**config.mk**
```make
export PLATFORM = sky130hd
export DESIGN_NAME = mtrap_ctrl
export DESIGN_NICKNAME = d
export VERILOG_FILES = /design/src/rtl/mtrap_ctrl_pkg.sv /design/src/rtl/mtrap_prio_enc.sv /design/src/rtl/mtrap_ctrl.sv
export SDC_FILE = /design/constraint.sdc
export NUM_CORES = 1
export LEC_CHECK = 0
export BUFFER_PORTS_ARGS = -buffer_cell sky130_fd_sc_hd__buf_2
export CORE_ASPECT_RATIO = 0.75
export CORE_MARGIN = 2
export CORE_UTILIZATION = 45
export DETAILED_ROUTE_END_ITERATION = 10
export PLACE_DENSITY = 0.79
export SLEW_MARGIN = 5
export SYNTH_ARGS = -nofsm -noshare
export SYNTH_HDL_FRONTEND = slang
export SYNTH_SLANG_ARGS = --single-unit
```
**constraint.sdc**
```tcl
create_clock -name clk_in -period 2 [get_ports clk_in]
set_clock_uncertainty 0.1 [all_clocks]
set_input_delay 0.1 -clock clk_in [delete_from_list [all_inputs] [get_ports clk_in]]
set_output_delay 0.1 -clock clk_in [all_outputs]
set_load 0.02 [all_outputs]
```
**src/rtl/mtrap_ctrl_pkg.sv**
```systemverilog
// Shared definitions for the machine-mode trap controller: cause codes,
// FSM state encoding and next-PC select encodings.
package mtrap_ctrl_pkg;

  // Interrupt cause codes
  localparam int CAUSE_IRQ_EXT = 11;
  localparam int CAUSE_IRQ_SW  = 3;
  localparam int CAUSE_IRQ_TMR = 7;

  // Exception cause codes
  localparam int CAUSE_INSTR_MISALIGN = 0;
  localparam int CAUSE_ILLEGAL        = 2;
  localparam int CAUSE_EBREAK         = 3;
  localparam int CAUSE_ECALL          = 11;
  localparam int CAUSE_LOAD_MISALIGN  = 4;
  localparam int CAUSE_STORE_MISALIGN = 6;

  typedef enum logic [1:0] {
    ST_OPERATING   = 2'b00,
    ST_TRAP_TAKEN  = 2'b01,
    ST_TRAP_RETURN = 2'b10
  } state_t;

  localparam logic [1:0] PC_SEL_SEQ  = 2'b00;
  localparam logic [1:0] PC_SEL_TRAP = 2'b01;
  localparam logic [1:0] PC_SEL_MEPC = 2'b10;

endpackage

```
**src/rtl/mtrap_prio_enc.sv**
```systemverilog
// Combinational trap priority encoder. Enabled interrupts (gated by
// mstatus.MIE) outrank every exception; within each group the fixed
// priority order below applies.
module mtrap_prio_enc
  import mtrap_ctrl_pkg::*;
#(
  parameter int CAUSE_W = 4
) (
  input  logic               i_instr_misaligned,
  input  logic               i_illegal_instr,
  input  logic               i_ebreak,
  input  logic               i_ecall,
  input  logic               i_load_misaligned,
  input  logic               i_store_misaligned,
  input  logic               i_e_irq,
  input  logic               i_t_irq,
  input  logic               i_s_irq,
  input  logic               i_mie,
  input  logic               i_meie,
  input  logic               i_mtie,
  input  logic               i_msie,
  output logic               o_valid,
  output logic [CAUSE_W-1:0] o_cause,
  output logic               o_irq
);

  logic w_ext, w_sw, w_tmr;

  assign w_ext = i_mie & i_e_irq & i_meie;
  assign w_sw  = i_mie & i_s_irq & i_msie;
  assign w_tmr = i_mie & i_t_irq & i_mtie;

  // Pick the highest-priority pending event: external > software > timer,
  // then exceptions in architectural order.
  always_comb begin
    o_valid = 1'b1;
    o_irq   = 1'b1;
    o_cause = '0;
    if (w_ext)                   o_cause = CAUSE_W'(CAUSE_IRQ_EXT);
    else if (w_sw)               o_cause = CAUSE_W'(CAUSE_IRQ_SW);
    else if (w_tmr)              o_cause = CAUSE_W'(CAUSE_IRQ_TMR);
    else begin
      o_irq = 1'b0;
      if (i_instr_misaligned)      o_cause = CAUSE_W'(CAUSE_INSTR_MISALIGN);
      else if (i_illegal_instr)    o_cause = CAUSE_W'(CAUSE_ILLEGAL);
      else if (i_ebreak)           o_cause = CAUSE_W'(CAUSE_EBREAK);
      else if (i_ecall)            o_cause = CAUSE_W'(CAUSE_ECALL);
      else if (i_load_misaligned)  o_cause = CAUSE_W'(CAUSE_LOAD_MISALIGN);
      else if (i_store_misaligned) o_cause = CAUSE_W'(CAUSE_STORE_MISALIGN);
      else                         o_valid = 1'b0;
    end
  end

endmodule

```
**src/rtl/mtrap_ctrl.sv**
```systemverilog
// Machine-mode trap controller. Detects traps / MRET while operating,
// spends one cycle in TRAP_TAKEN or TRAP_RETURN driving the CSR and
// PC-redirect strobes, and holds the last trap's cause and target.
// All outputs come straight from flops.
// Build option: MTRAP_CTRL_VECTORED_EN enables vectored interrupt targets
// (mtvec mode 01 -> base + 4*cause); otherwise the direct base is used.
module mtrap_ctrl
  import mtrap_ctrl_pkg::*;
#(
  parameter int CAUSE_W = 4,
  parameter int XLEN    = 32
) (
  input  logic               clk_in,
  input  logic               rst_in,
  input  logic               instr_misaligned_in,
  input  logic               illegal_instr_in,
  input  logic               ebreak_in,
  input  logic               ecall_in,
  input  logic               load_misaligned_in,
  input  logic               store_misaligned_in,
  input  logic               e_irq_in,
  input  logic               t_irq_in,
  input  logic               s_irq_in,
  input  logic               mie_in,
  input  logic               meie_in,
  input  logic               mtie_in,
  input  logic               msie_in,
  input  logic               mret_in,
  input  logic [XLEN-1:0]    mtvec_in,
  output logic               set_cause_out,
  output logic [CAUSE_W-1:0] cause_out,
  output logic               i_or_e_out,
  output logic               set_epc_out,
  output logic               mie_clear_out,
  output logic               mie_set_out,
  output logic               flush_out,
  output logic [1:0]         pc_sel_out,
  output logic [XLEN-1:0]    trap_addr_out
);

  state_t r_state, w_nxt_state;

  logic               w_trap_vld, w_trap_irq;
  logic [CAUSE_W-1:0] w_trap_cause;
  logic [XLEN-1:0]    w_base, w_trap_addr;

  logic [CAUSE_W-1:0] w_nxt_cause;
  logic               w_nxt_irq;
  logic [XLEN-1:0]    w_nxt_addr;

  logic               r_set_cause, r_set_epc, r_mie_clear, r_mie_set, r_flush;
  logic [1:0]         r_pc_sel;
  logic [CAUSE_W-1:0] r_cause;
  logic               r_irq;
  logic [XLEN-1:0]    r_addr;

  mtrap_prio_enc #(.CAUSE_W(CAUSE_W)) u_prio (
    .i_instr_misaligned (instr_misaligned_in),
    .i_illegal_instr    (illegal_instr_in),
    .i_ebreak           (ebreak_in),
    .i_ecall            (ecall_in),
    .i_load_misaligned  (load_misaligned_in),
    .i_store_misaligned (store_misaligned_in),
    .i_e_irq            (e_irq_in),
    .i_t_irq            (t_irq_in),
    .i_s_irq            (s_irq_in),
    .i_mie              (mie_in),
    .i_meie             (meie_in),
    .i_mtie             (mtie_in),
    .i_msie             (msie_in),
    .o_valid            (w_trap_vld),
    .o_cause            (w_trap_cause),
    .o_irq              (w_trap_irq)
  );

  // Mode bits are masked off to form the 4-byte aligned base.
  assign w_base = mtvec_in & ~XLEN'(2'b11);

`ifdef MTRAP_CTRL_VECTORED_EN
  logic [XLEN-1:0] w_vec_off;
  assign w_vec_off   = XLEN'(w_trap_cause) << 2;
  assign w_trap_addr = (w_trap_irq && (mtvec_in[1:0] == 2'b01)) ? (w_base + w_vec_off) : w_base;
`else
  assign w_trap_addr = w_base;
`endif

  // State register; reset aborts any in-flight trap/return state.
  always_ff @(posedge clk_in or posedge rst_in) begin
    if (rst_in) r_state <= ST_OPERATING;
    else        r_state <= w_nxt_state;
  end

  // Next state plus the trap record to capture; a trap beats MRET, and
  // events are ignored outside OPERATING.
  always_comb begin
    w_nxt_state = ST_OPERATING;
    w_nxt_cause = r_cause;
    w_nxt_irq   = r_irq;
    w_nxt_addr  = r_addr;
    case (r_state)
      ST_OPERATING: begin
        if (w_trap_vld) begin
          w_nxt_state = ST_TRAP_TAKEN;
          w_nxt_cause = w_trap_cause;
          w_nxt_irq   = w_trap_irq;
          w_nxt_addr  = w_trap_addr;
        end else if (mret_in) begin
          w_nxt_state = ST_TRAP_RETURN;
        end
      end
      default: w_nxt_state = ST_OPERATING;
    endcase
  end

  // Output flops decode the upcoming state so strobes line up with it.
  always_ff @(posedge clk_in or posedge rst_in) begin
    if (rst_in) begin
      r_set_cause <= 1'b0;
      r_set_epc   <= 1'b0;
      r_mie_clear <= 1'b0;
      r_mie_set   <= 1'b0;
      r_flush     <= 1'b0;
      r_pc_sel    <= PC_SEL_SEQ;
      r_cause     <= '0;
      r_irq       <= 1'b0;
      r_addr      <= '0;
    end else begin
      r_set_cause <= (w_nxt_state == ST_TRAP_TAKEN);
      r_set_epc   <= (w_nxt_state == ST_TRAP_TAKEN);
      r_mie_clear <= (w_nxt_state == ST_TRAP_TAKEN);
      r_mie_set   <= (w_nxt_state == ST_TRAP_RETURN);
      r_flush     <= (w_nxt_state != ST_OPERATING);
      r_pc_sel    <= (w_nxt_state == ST_TRAP_TAKEN)  ? PC_SEL_TRAP :
                     (w_nxt_state == ST_TRAP_RETURN) ? PC_SEL_MEPC : PC_SEL_SEQ;
      r_cause     <= w_nxt_cause;
      r_irq       <= w_nxt_irq;
      r_addr      <= w_nxt_addr;
    end
  end

  assign set_cause_out = r_set_cause;
  assign set_epc_out   = r_set_epc;
  assign mie_clear_out = r_mie_clear;
  assign mie_set_out   = r_mie_set;
  assign flush_out     = r_flush;
  assign pc_sel_out    = r_pc_sel;
  assign cause_out     = r_cause;
  assign i_or_e_out    = r_irq;
  assign trap_addr_out = r_addr;

endmodule

```
==> out/metrics.csv <==
stage,metric,value,unit
run_status,outcome,"complete, no violations",
worst_hold_path,Hold Crit Start,load_misaligned_in,
worst_setup_path,critical path class,flip-flop to flip-flop,
power_and_ir_drop,internal power,1676,uW
layout,area growth from synthesis to layout,46.48,%
worst_setup_path,R2R Path Start,r_state[1],
floorplan,Initial Util,48.04,%
grt,GRT overflow,0,
drt,detailed-route DRC error count,0,
clocking,Post-CTS Resized,0,
synth,yosys warns,0,
floorplan,Die Y,58.67,um
drt,per-cell routed wire length,13.31,um
synth,Post-Syn Instances,114,
place,routability congestion estimate,0.8241,
layout,share of layout cells above drive strength 1,57.08,%
drt,DR vias/cell,4.600,
sta,worst hold slack,0.06243,ns
floorplan,I/O Pins,92,
floorplan,Die Width,76.89,um
clocking,CTS tree,built,
sta,Final Hold Fails,0,
worst_setup_path,crit-path max FO,36,
synth,register area share after synthesis,55.83,%
place,port bufs,87,
synth,Synth top area share,55.83,%
synth,synth unique cells,26,
clocking,CTS root buf,clkbuf_8,
job,Max Cap Viol,0,
sta,Period minus WS final,1.672,ns
power_and_ir_drop,pwr dens,911.3,nW/um2
clocking,Skew-Pair Late Insertion Delay,0.28,ns
synth,Syn Area/Cell,15.73,um2
synth,flip-flop and latch count after synthesis,40,
worst_setup_path,startpoint types,flip-flop,
layout,most frequent cells in the layout,"87 x buf_2, 40 x dfrtp_1, 32 x dlygate4sd3_1",
sta,period utilisation layout,83.62,%
grt,largest net degree at the start of global routing,41,
layout,"most common cell after layout, fill and taps aside",buf_2,
power_and_ir_drop,Clock power frac,23.0,%
worst_setup_path,Critical Path Source,r_state[1],
place,DP HPWL,2422,um
clocking,clock buffer depth,2,
worst_setup_path,worst path cell trace,"nor2_1, o21a_2, buf_12, mux2_2",
floorplan,Die ar.,4510,um2
sta,RSZ-0062 raised after global routing,no,
layout,Final Net Count,281,
sta,setup violators final,0,
power_and_ir_drop,Max VDD drop,0.5959,mV
drt,via count,1311,
place,Area after DPL,2210,um2
floorplan,core area,3732,um2
floorplan,FP Rows,19,
power_and_ir_drop,Reg power frac,42.4,%
sta,max frequency,0.5979,GHz
power_and_ir_drop,Comb power frac,34.6,%
layout,design area,2626,um2
grt,initial antenna violation count,0,
power_and_ir_drop,Net Sw Power,717.0,uW
worst_setup_path,critical path required time,2.06,ns
grt,Total Routing Usage GR,18.25,%
worst_setup_path,CP max-delay cell,mux2_2,
worst_setup_path,Critical Path AT,1.74,ns
drt,total iterations of the first detailed-routing run,4,
worst_setup_path,CP endpoint kind,flip-flop,
power_and_ir_drop,Pleak,0.001311,uW
grt,vias in the first global route,1390,
sta,Final WS setup,0.3275,ns
grt,first-pass GRT wire length,6327,um
drt,Iteration-0 DRC Markers,19,
drt,antenna-violating nets left,0,
layout,# diodes,0,
clocking,total CTS buffers,5,
place,"worst slack, placed",0.3273,ns
synth,"top cells by area, synth","dfrtp_1 56%, mux2_4 23%, mux2_2 3.8%, buf_12 3.3%, buf_4 2.5%",
clocking,clock sinks,40,
drt,Total Routed Length,3792,um
synth,Mapped Area,1793,um2
worst_setup_path,crit-path max cell delay,0.37,ns
layout,fillers,275,
clocking,htree depth,2,
worst_hold_path,HP Class,primary input to flip-flop,
sta,setup TNS,0,ns
synth,Yosys top cell by area,dfrtp_1,
power_and_ir_drop,sw frac,29.96,%
clocking,Worst-path clk slew,0.07,ns
sta,"Slew Viols, Final",0,
-- cell type report --
type                    count  area (um2)  share of cell area, %
flip-flops and latches     40        1001                  38.11
inverters                   3       11.26                 0.4288
multi-input cells          62       669.4                  25.49
well taps                  52       65.06                  2.477
repair buffers            121       783.3                  29.82
clock buffers               7       96.34                  3.668
-- critical path, delay by kind of cell, from the launching register on --
kind            cells  cell delay (ns)
mux                 1             0.37
simple gates        1             0.24
compound gates      1             0.21
buf+inv             1             0.24
flops               1             0.36
-- flip-flops by register name (all words and copies together), names as in the netlist --
name and cells:
cause_out 4, flush_out 1, i_or_e_out 1, mie_set_out 1, pc_sel_out 1, r_state 2, trap_addr_out 30
-- power groups by stage --
stage               combinational, uW  sequential, uW  clock [uW]
floorplan                         430            1190           0
global placement                  775            1020           0
detailed placement                782            1030           0
CTS                               833            1010         568
global route                      880            1030         616
finish                            829            1010         550
-- metrics by stage --
stage / std cells / total power [uW] / utilization, %
final: 285 / 2393 / 70.37
after global routing: 285 / 2527 / 70.37
after CTS: 285 / 2415 / 70.37
after detailed placement: 246 / 1808 / 59.20
after global placement: 246 / 1793 / 59.20
after floorplan: 115 / 1618 / -
-- layer usage --
| layer | share of wire, % | track usage, % |
|---|---|---|
| met4 | 1.2 | 8.312 |
| met2 | 51 | 31.83 |
| met1 | 43 | 21.83 |
| met3 | 5.4 | 4.601 |
| met5 | 0 | 0 |
-- cells by family after synthesis --
| kind of cell | synth area share [%] |
|---|---|
| DFF | 55.83 |
| muxes | 27.22 |
| AOI/OAI and AO/OA | 5.094 |
| and+or+nand+nor | 4.536 |
| buffers and inverters | 7.118 |
| other | 0.2092 |
-- what timing repair did --
action	CTS	global route
setup buffers	0	0
endpoints found under the hold margin	73	0
hold buffers	32	0
-- synth_stat cells (all sizes together) --
cell type	count
nor3	2
nand2	3
o31ai	1
a22oi	1
a31oi	1
inv	3
or4b	1
nor2	4
a2111oi	1
mux2	34
buf	10
conb	1
dfrtp	40
o21a	3
o21ai	3
a21oi	1
nand2b	1
nand3	1
a32o	1
a22o	1
nor4	1
-- final timing paths --
check,end,slack [ns],cells past startpoint
max reg2reg,trap_addr_out[16],0.33,4
min in group asynchronous,trap_addr_out[5],0.37,4
max,trap_addr_out[16],0.33,4
max in group asynchronous,trap_addr_out[23],1.10,4
min,r_state[1],0.06,4
min reg2reg,i_or_e_out,0.40,1
Power figures use the tool's default switching activity.
